--- config.mk ---
export PLATFORM = sky130hd
export DESIGN_NAME = cruise_sequencer
export DESIGN_NICKNAME = d
export VERILOG_FILES = /design/src/rtl/cruise_sequencer.sv
export SDC_FILE = /design/constraint.sdc
export NUM_CORES = 1
export LEC_CHECK = 0
export ABC_CLOCK_PERIOD_IN_PS = 2240
export CORE_AREA = 3 3 64 66
export DETAILED_ROUTE_END_ITERATION = 8
export DIE_AREA = 0 0 67 69
export PLACE_DENSITY_LB_ADDON = 0.05
export SYNTH_ARGS = -nofsm -noshare
export SYNTH_HDL_FRONTEND = slang
export SYNTH_SLANG_ARGS = --single-unit
--- constraint.sdc ---
create_clock -name clock -period 2.24 [get_ports clock]
set_input_delay 0.56 -clock clock [delete_from_list [all_inputs] [get_ports clock]]
set_output_delay 0.56 -clock clock [all_outputs]
set_load 0.02 [all_outputs]
--- src/rtl/cruise_sequencer.sv ---
// cruise_sequencer: compare/adjust cruise-control sequencer driving an external ALU comparator.
// Optional CRUISE_RESUME_EN keeps the target through SUSPEND and enables the resume pulse.
module cruise_sequencer #(
  parameter int         ADJ_CYCLES = 4,
  parameter logic [7:0] MIN_SPEED  = 8'd30,
  parameter logic [7:0] MAX_SPEED  = 8'd200
) (
  input  logic       clock,
  input  logic       reset_n,
  input  logic       cruise_on,
  input  logic       set,
  input  logic       brake,
  input  logic       resume,
  input  logic [7:0] c_speed,
  input  logic       alu_G,
  input  logic       alu_EQ,
  input  logic       alu_L,
  output logic [1:0] mode,
  output logic [7:0] d_speed,
  output logic [7:0] alu_c_speed,
  output logic       throttle_up,
  output logic       throttle_down,
  output logic       cruise_active,
  output logic [7:0] target_speed
);
  localparam logic [2:0] S_IDLE    = 3'd0;
  localparam logic [2:0] S_ARMED   = 3'd1;
  localparam logic [2:0] S_CMP     = 3'd2;
  localparam logic [2:0] S_WAIT    = 3'd3;
  localparam logic [2:0] S_ACCEL   = 3'd4;
  localparam logic [2:0] S_DECEL   = 3'd5;
  localparam logic [2:0] S_SUSPEND = 3'd6;
  localparam int         CW        = $clog2(ADJ_CYCLES + 1);

  logic [2:0]    state_q, state_d;
  logic [7:0]    tgt_q, tgt_d;
  logic [CW-1:0] cnt_q, cnt_d;
  logic [7:0]    d_speed_q, alu_c_speed_q;
  logic          up_q, down_q, active_q;
  logic          in_range, set_ok, adj_done;

  assign in_range = (c_speed >= MIN_SPEED) && (c_speed <= MAX_SPEED);
  assign adj_done = cnt_q == CW'(ADJ_CYCLES - 1);
`ifdef CRUISE_RESUME_EN
  assign set_ok   = set && in_range && state_q != S_IDLE;
`else
  logic unused_resume;
  assign unused_resume = resume;
  assign set_ok   = set && in_range && state_q != S_IDLE && state_q != S_SUSPEND;
`endif

  always_comb begin
    state_d = state_q;
    tgt_d   = tgt_q;
    if (!cruise_on) begin
      state_d = S_IDLE;
      tgt_d   = '0;
    end else if (brake && state_q != S_IDLE) begin
      state_d = S_SUSPEND;
`ifndef CRUISE_RESUME_EN
      tgt_d   = '0;
`endif
    end else if (set_ok) begin
      state_d = S_CMP;
      tgt_d   = c_speed;
`ifdef CRUISE_RESUME_EN
    end else if (resume && state_q == S_SUSPEND && tgt_q != '0) begin
      state_d = S_CMP;
`endif
    end else begin
      case (state_q)
        S_IDLE:    state_d = S_ARMED;
        S_CMP:     state_d = S_WAIT;
        S_WAIT:    state_d = alu_EQ ? S_CMP : alu_G ? S_ACCEL : alu_L ? S_DECEL : S_CMP;
        S_ACCEL,
        S_DECEL:   state_d = adj_done ? S_CMP : state_q;
`ifndef CRUISE_RESUME_EN
        S_SUSPEND: state_d = S_ARMED;
`endif
        default:   state_d = state_q;
      endcase
    end
    // the hold counter only survives while staying in the same adjust state
    cnt_d = (state_d == state_q && (state_q == S_ACCEL || state_q == S_DECEL)) ? cnt_q + CW'(1) : '0;
  end

  always_ff @(posedge clock) begin
    if (!reset_n) begin
      state_q       <= S_IDLE;
      tgt_q         <= '0;
      cnt_q         <= '0;
      d_speed_q     <= '0;
      alu_c_speed_q <= '0;
      up_q          <= 1'b0;
      down_q        <= 1'b0;
      active_q      <= 1'b0;
    end else begin
      state_q  <= state_d;
      tgt_q    <= tgt_d;
      cnt_q    <= cnt_d;
      up_q     <= state_d == S_ACCEL;
      down_q   <= state_d == S_DECEL;
      active_q <= state_d inside {S_CMP, S_WAIT, S_ACCEL, S_DECEL};
      if (state_d == S_CMP) begin
        d_speed_q     <= tgt_d;
        alu_c_speed_q <= c_speed;
      end
    end
  end

  assign mode          = 2'b00;
  assign d_speed       = d_speed_q;
  assign alu_c_speed   = alu_c_speed_q;
  assign throttle_up   = up_q;
  assign throttle_down = down_q;
  assign cruise_active = active_q;
  assign target_speed  = tgt_q;
endmodule
# After elaboration in Yosys (flattened, before gate mapping)
# Cells that the tools add are included.
classes:
  div: 0
  order_cmp: 2
  shifts: 0
  addsub: 1
  n_reduce_logical: 13
  n_mux: 11
  n_eq_ne: 12
  mul: 0
  bitwise: 0
ops:
  columns: ["cell", "count"]
  rows:
  - ["8-bit two-way mux", 3]
  - ["3-bit two-way mux", 7]
  - ["3-bit by 2-bit equality test with 1-bit output, second input constant", 5]
  - ["3-bit equality test, second input constant", 5]
  - ["3-bit case mux with 4 select lines", 1]
  - ["8-bit by 5-bit greater-or-equal comparator with 1-bit output, second input constant", 1]
  - ["8-bit less-or-equal comparator, second input constant", 1]
  - ["1-bit logical AND", 6]
  - ["4-bit nonzero test", 1]
  - ["2-bit OR reduction", 2]
  - ["3-bit by 1-bit adder with 3-bit output, second input constant", 1]
  - ["3-bit equality test", 1]
  - ["3-bit logical NOT", 1]
  - ["3-bit != test, second input constant", 1]
  - ["3-bit nonzero test", 1]
  - ["2-bit AND reduction", 1]
  - ["1-bit logical OR", 1]
totals:
  ramBits: 0
  register_bits: 33
  mem_count: 0
  rom_bits: 0
  inputBits: 17
  latch_bits: 0

# Logic depth before layout (Yosys ltp)
# Gate-level depths: netlist of the first run.
depth:
  depth_word: 11
  ltp_mapped: 9

# Worst setup path before layout of the first run
# No wires, ideal clock.
synth_timing:
  path_kind: "in2reg"
  start: "input alu_G"
  end: "register d_speed_q[1] (netlist: d_speed[1])"
  arrival_ps: 2173
  cell_stages: 7
  path_slack_ps: -3
  n_path_buf: 1
  setup_time_ps: 70
  t_required_ps: 2170
  cell_sequence: "o21bai_1 -> nor4b_1 -> or4_4 -> o31a_1 -> buf_6 -> or3_1 -> a21oi_1"
synth_between:
  elab_chain_cells: 7
synth_lines:
  columns: ["element", "line", "text"]
  rows:
  - ["start: declaration", "15", "input logic alu_G,"]
  - ["3-bit two-way mux (2 in a row)", "74", "S_WAIT: state_d = alu_EQ ? S_CMP : alu_G ? S_ACCEL : alu_L ? S_DECEL : S_CMP;"]
  - ["3-bit case mux with 4 select lines", "71", "case (state_q)"]
  - ["3-bit two-way mux", "63", "end else if (set_ok) begin"]
  - ["3-bit two-way mux", "58", "end else if (brake && state_q != S_IDLE) begin"]
  - ["3-bit two-way mux", "55", "if (!cruise_on) begin"]
  - ["3-bit by 2-bit equality test with 1-bit output", "104", "if (state_d == S_CMP) begin"]
  - ["end signal: assignment", "105", "d_speed_q <= tgt_d;"]
  - ["end: declaration", "38", "logic [7:0] d_speed_q, alu_c_speed_q;"]
# No other way between the ends.
# A chain may end at the register's enable or synchronous reset.

# Worst setup path in the final report of the first run
layout_timing:
  start: "input c_speed[0]"
  end: "register d_speed_q[7] (netlist: d_speed[7])"
layout_between:
  elab_chain_cells: 9
layout_lines:
  columns: ["element", "line", "text"]
  rows:
  - ["start: declaration", "14", "input logic [7:0] c_speed,"]
  - ["8-bit by 5-bit greater-or-equal comparator with 1-bit output or 8-bit less-or-equal comparator (tied branches)", "42", "assign in_range = (c_speed >= MIN_SPEED) && (c_speed <= MAX_SPEED);"]
  - ["1-bit logical AND *", "42", null]
  - ["1-bit logical AND * (3 in a row)", "49", "assign set_ok = set && in_range && state_q != S_IDLE && state_q != S_SUSPEND;"]
  - ["3-bit two-way mux", "63", null]
  - ["3-bit two-way mux", "58", null]
  - ["3-bit two-way mux", "55", null]
  - ["3-bit by 2-bit equality test with 1-bit output", "104", null]
# Every way passes the cells marked *; elsewhere a longest branch is shown, timed or not.

==> flow_metrics.py, run 1 <==
metrics = {
    "synthesis": {
        "synth_cells": 170,
        "synth_cell_types": 39,
        "ys.warnings.count": 0,
        "yosys_register_bits": 33,
        "synth_seq_area_share": 0.452,
        "syn_avg_cell_area_um2": 8.60,
        "netlist_area_um2": 1460,
    },
    "grt": {
        "grt_antenna_before_repair": 0,
        "grt_pass1_vias": 1537,
        "grt_remaining_overflow": 0,
        "grt_pass1_wl_mm": 7.02,
        "track_usage": 0.198,
        "grt_start_max_net_pins": 29,
    },
    "route": {
        "drtPass1Iterations": 4,
        "drt_iter0_markers": 95,
        "via_per_inst": 5.37,
        "drt_wl_total_mm": 4.41,
        "antenna_left": 0,
        "routedWlPerCell_um": 15.1,
        "drc": 0,
        "vias": 1574,
    },
    "cells_and_area": {
        "diodes": 0,
        "drive_above_1_share": 0.286,
        "layout.nets": 263,
        "fill_cells": 301,
        "area_growth_pct": 64.9,
        "fin_util": 0.663,
        "mostFrequentLayoutCells": "dfxtp_1, buf_4, clkdlybuf4s50_1",
    },
    "setup_path": {
        "worstSetupPathType": "in -> reg",
        "setup.worst_path.start_class": "primary input",
        "crit_top_cell": "a21oi_1",
        "path_buf_inv": 2,
        "worstPathMaxFanout": 8,
        "cp-end-kind": "register",
        "cpPeakStageDelay_ns": 0.44,
        "critPathTopFamily": "simple AND/OR/NAND/NOR gates",
        "cpMaxStageDelayCell": "clkdlybuf4s50_1",
        "cp_cell_sequence": "clkdlybuf4s50_1 -> o31ai_2 -> a21oi_1 -> or2_4 -> buf_12 -> mux2i_1 -> or3_1 -> a21oi_1",
        "crit_arrival_ns": 2.40,
        "cp_data_required_time_ns": 2.45,
    },
    "clock_network": {
        "cts_tree": "built",
        "cts_buffer_depth": 2,
        "cts_inserted_buffers": 5,
        "cts-root-buf": "clkbuf_8",
        "clkTransAtPathRegs_ns": 0.07,
        "clk_latency_ns": 0.28,
        "clock-sinks": 33,
        "cts_htree_levels": 2,
    },
    "floorplanning": {
        "dieHeight_um": 69,
        "start_util": 0.402,
        "dieArea_um2": 4620,
        "io_pins": 46,
        "fp.dieW_um": 67,
        "rows": 22,
        "core_um2": 3630,
    },
    "place": {
        "place_ws_ns": -0.598,
        "port_buffers": 42,
        "gp_congestion": 0.786,
        "hpwl_mm": 3.00,
    },
    "sta": {
        "fin_crit_sh": 0.980,
        "final_hold_viol_count": 0,
        "totalNegativeSetupSlack_ns": 0,
        "whs_ns": 0.465,
        "finClkSkew_ns": 0.00601,
        "min_period_ns": 2.19,
        "max_freq_ghz": 0.456,
        "setup_viol": 0,
        "worst_slack_ns": 0.0457,
        "drv_slew": 0,
    },
    "power": {
        "power_per_cell_area_nw_per_um2": 582,
        "leakagePower_nw": 0.988,
        "design_power_total_mw": 1.40,
        "irDropWorstVdd_uv": 415,
    },
    "status": {
        "status": "complete, no violations",
    },
    "worst_hold_path": {
        "hold_path_class": "reg -> reg",
    },
    "flow_run": {
        "maxCapViolations": 0,
    },
}
[kinds of logic (layout without fill, tap and decap cells)]
group                      count (synthesis)  after routing  share of synthesized area
buffers and inverters                     21             95                     0.0719
adders and majority gates                  2              2                     0.0171
muxes                                      7              7                     0.0497
xor gates and xnor gates                   1              1                    0.00599
other                                      1              2                    0.00257
AOI/OAI and AO/OA                         51             51                      0.204
DFF                                       33             33                      0.452
and+or+nand+nor                           54             54                      0.197
[cells in the mapped netlist, drive strengths merged]
cell	number	area share
nand3	10	0.034
nor3	11	0.038
conb	1	0.0026
o21bai	1	0.0051
xor2	1	0.0060
and3	2	0.0086
and4	1	0.0060
o31a	1	0.0060
buf	6	0.033
o211ai	1	0.0051
o221ai	1	0.0060
o21ai	18	0.062
nor4b	2	0.012
o22ai	1	0.0043
a21oi	21	0.072
o2111ai	1	0.0060
clkbuf	7	0.019
ha	2	0.017
dfxtp	33	0.45
a211oi	1	0.0051
inv	8	0.021
nor2	9	0.023
nand2	6	0.015
o41ai	1	0.0060
or3	7	0.030
mux2	2	0.015
o2111a	1	0.0077
and2	1	0.0043
o31ai	3	0.019
nand2b	1	0.0043
nor3b	1	0.0051
mux2i	5	0.034
or2	2	0.0086
or4	1	0.0077
[sequential cells by signal (all words and copies together) (netlist names)]
name           cells
state_q            3
cruise_active      1
throttle_up        1
cnt_q              3
d_speed            8
throttle_down      1
target_speed       8
alu_c_speed        8
[through the flow]
stage	cell area, um2	cells
5_1_grt	2410	293
6_report	2410	293
3_5_place_dp	2130	279
4_1_cts	2290	289
3_3_place_gp	2130	279
2_1_floorplan	1470	171
[where the power goes]
group / switching (mW) / internal, mW
Combinational: 0.154 / 0.149
Clock: 0.208 / 0.277
Sequential: 0.0120 / 0.601
Total: 0.375 / 1.03
[final timing paths]
check / from / to / slack [ns] / depth (start not counted)
max: c_speed[0] / d_speed[7] / 0.05 / 8
min: d_speed[0] / d_speed[0] / 0.47 / 2
max reg2reg: cnt_q[1] / d_speed[3] / 0.08 / 7
min reg2reg: d_speed[0] / d_speed[0] / 0.47 / 2
[routing by layer]
metal  global-route usage  wire (um)
met1                0.237       1890
met2                0.325       2170
met3               0.0651        315
met4               0.0698         38
met5                    0          0
[worst min-delay path, delay by kind of cell (launching register included)]
kind / cells / cell delay (ns)
AOI/OAI and AO/OA: 2 / 0.11
DFF: 1 / 0.32
[final cells by class]
| class | count | area (um2) | share of cell area |
|---|---|---|---|
| clock buffers | 7 | 96.3 | 0.0400 |
| clock inverters | 1 | 5.00 | 0.00208 |
| inverters | 8 | 30.0 | 0.0125 |
| multi-input cells | 117 | 825 | 0.342 |
| flip-flops and latches | 33 | 662 | 0.275 |
| well taps | 48 | 60.1 | 0.0249 |
| repair buffers | 79 | 732 | 0.304 |
[repair_timing]
action	in CTS	in global routing
pin swaps	10	12
hold endpoints to repair	0	0
cloned	0	1
endpoints found under the setup margin	22	21
gates resized for setup	29	24
hold buffers	0	0
buffers inserted	2	3
(Power assumes the default switching activity.)
==> inputs of run 2 (changes only) <==
--- a/config.mk
+++ b/config.mk
@@ -7,6 +7,7 @@
 export LEC_CHECK = 0
 export ABC_CLOCK_PERIOD_IN_PS = 2240
 export CORE_AREA = 3 3 64 66
+export CTS_CLUSTER_SIZE = 20
 export DETAILED_ROUTE_END_ITERATION = 8
 export DIE_AREA = 0 0 67 69
 export PLACE_DENSITY_LB_ADDON = 0.05
==> results of run 2 <==
Final layout, timing and power as in run 1 (identical DEF).
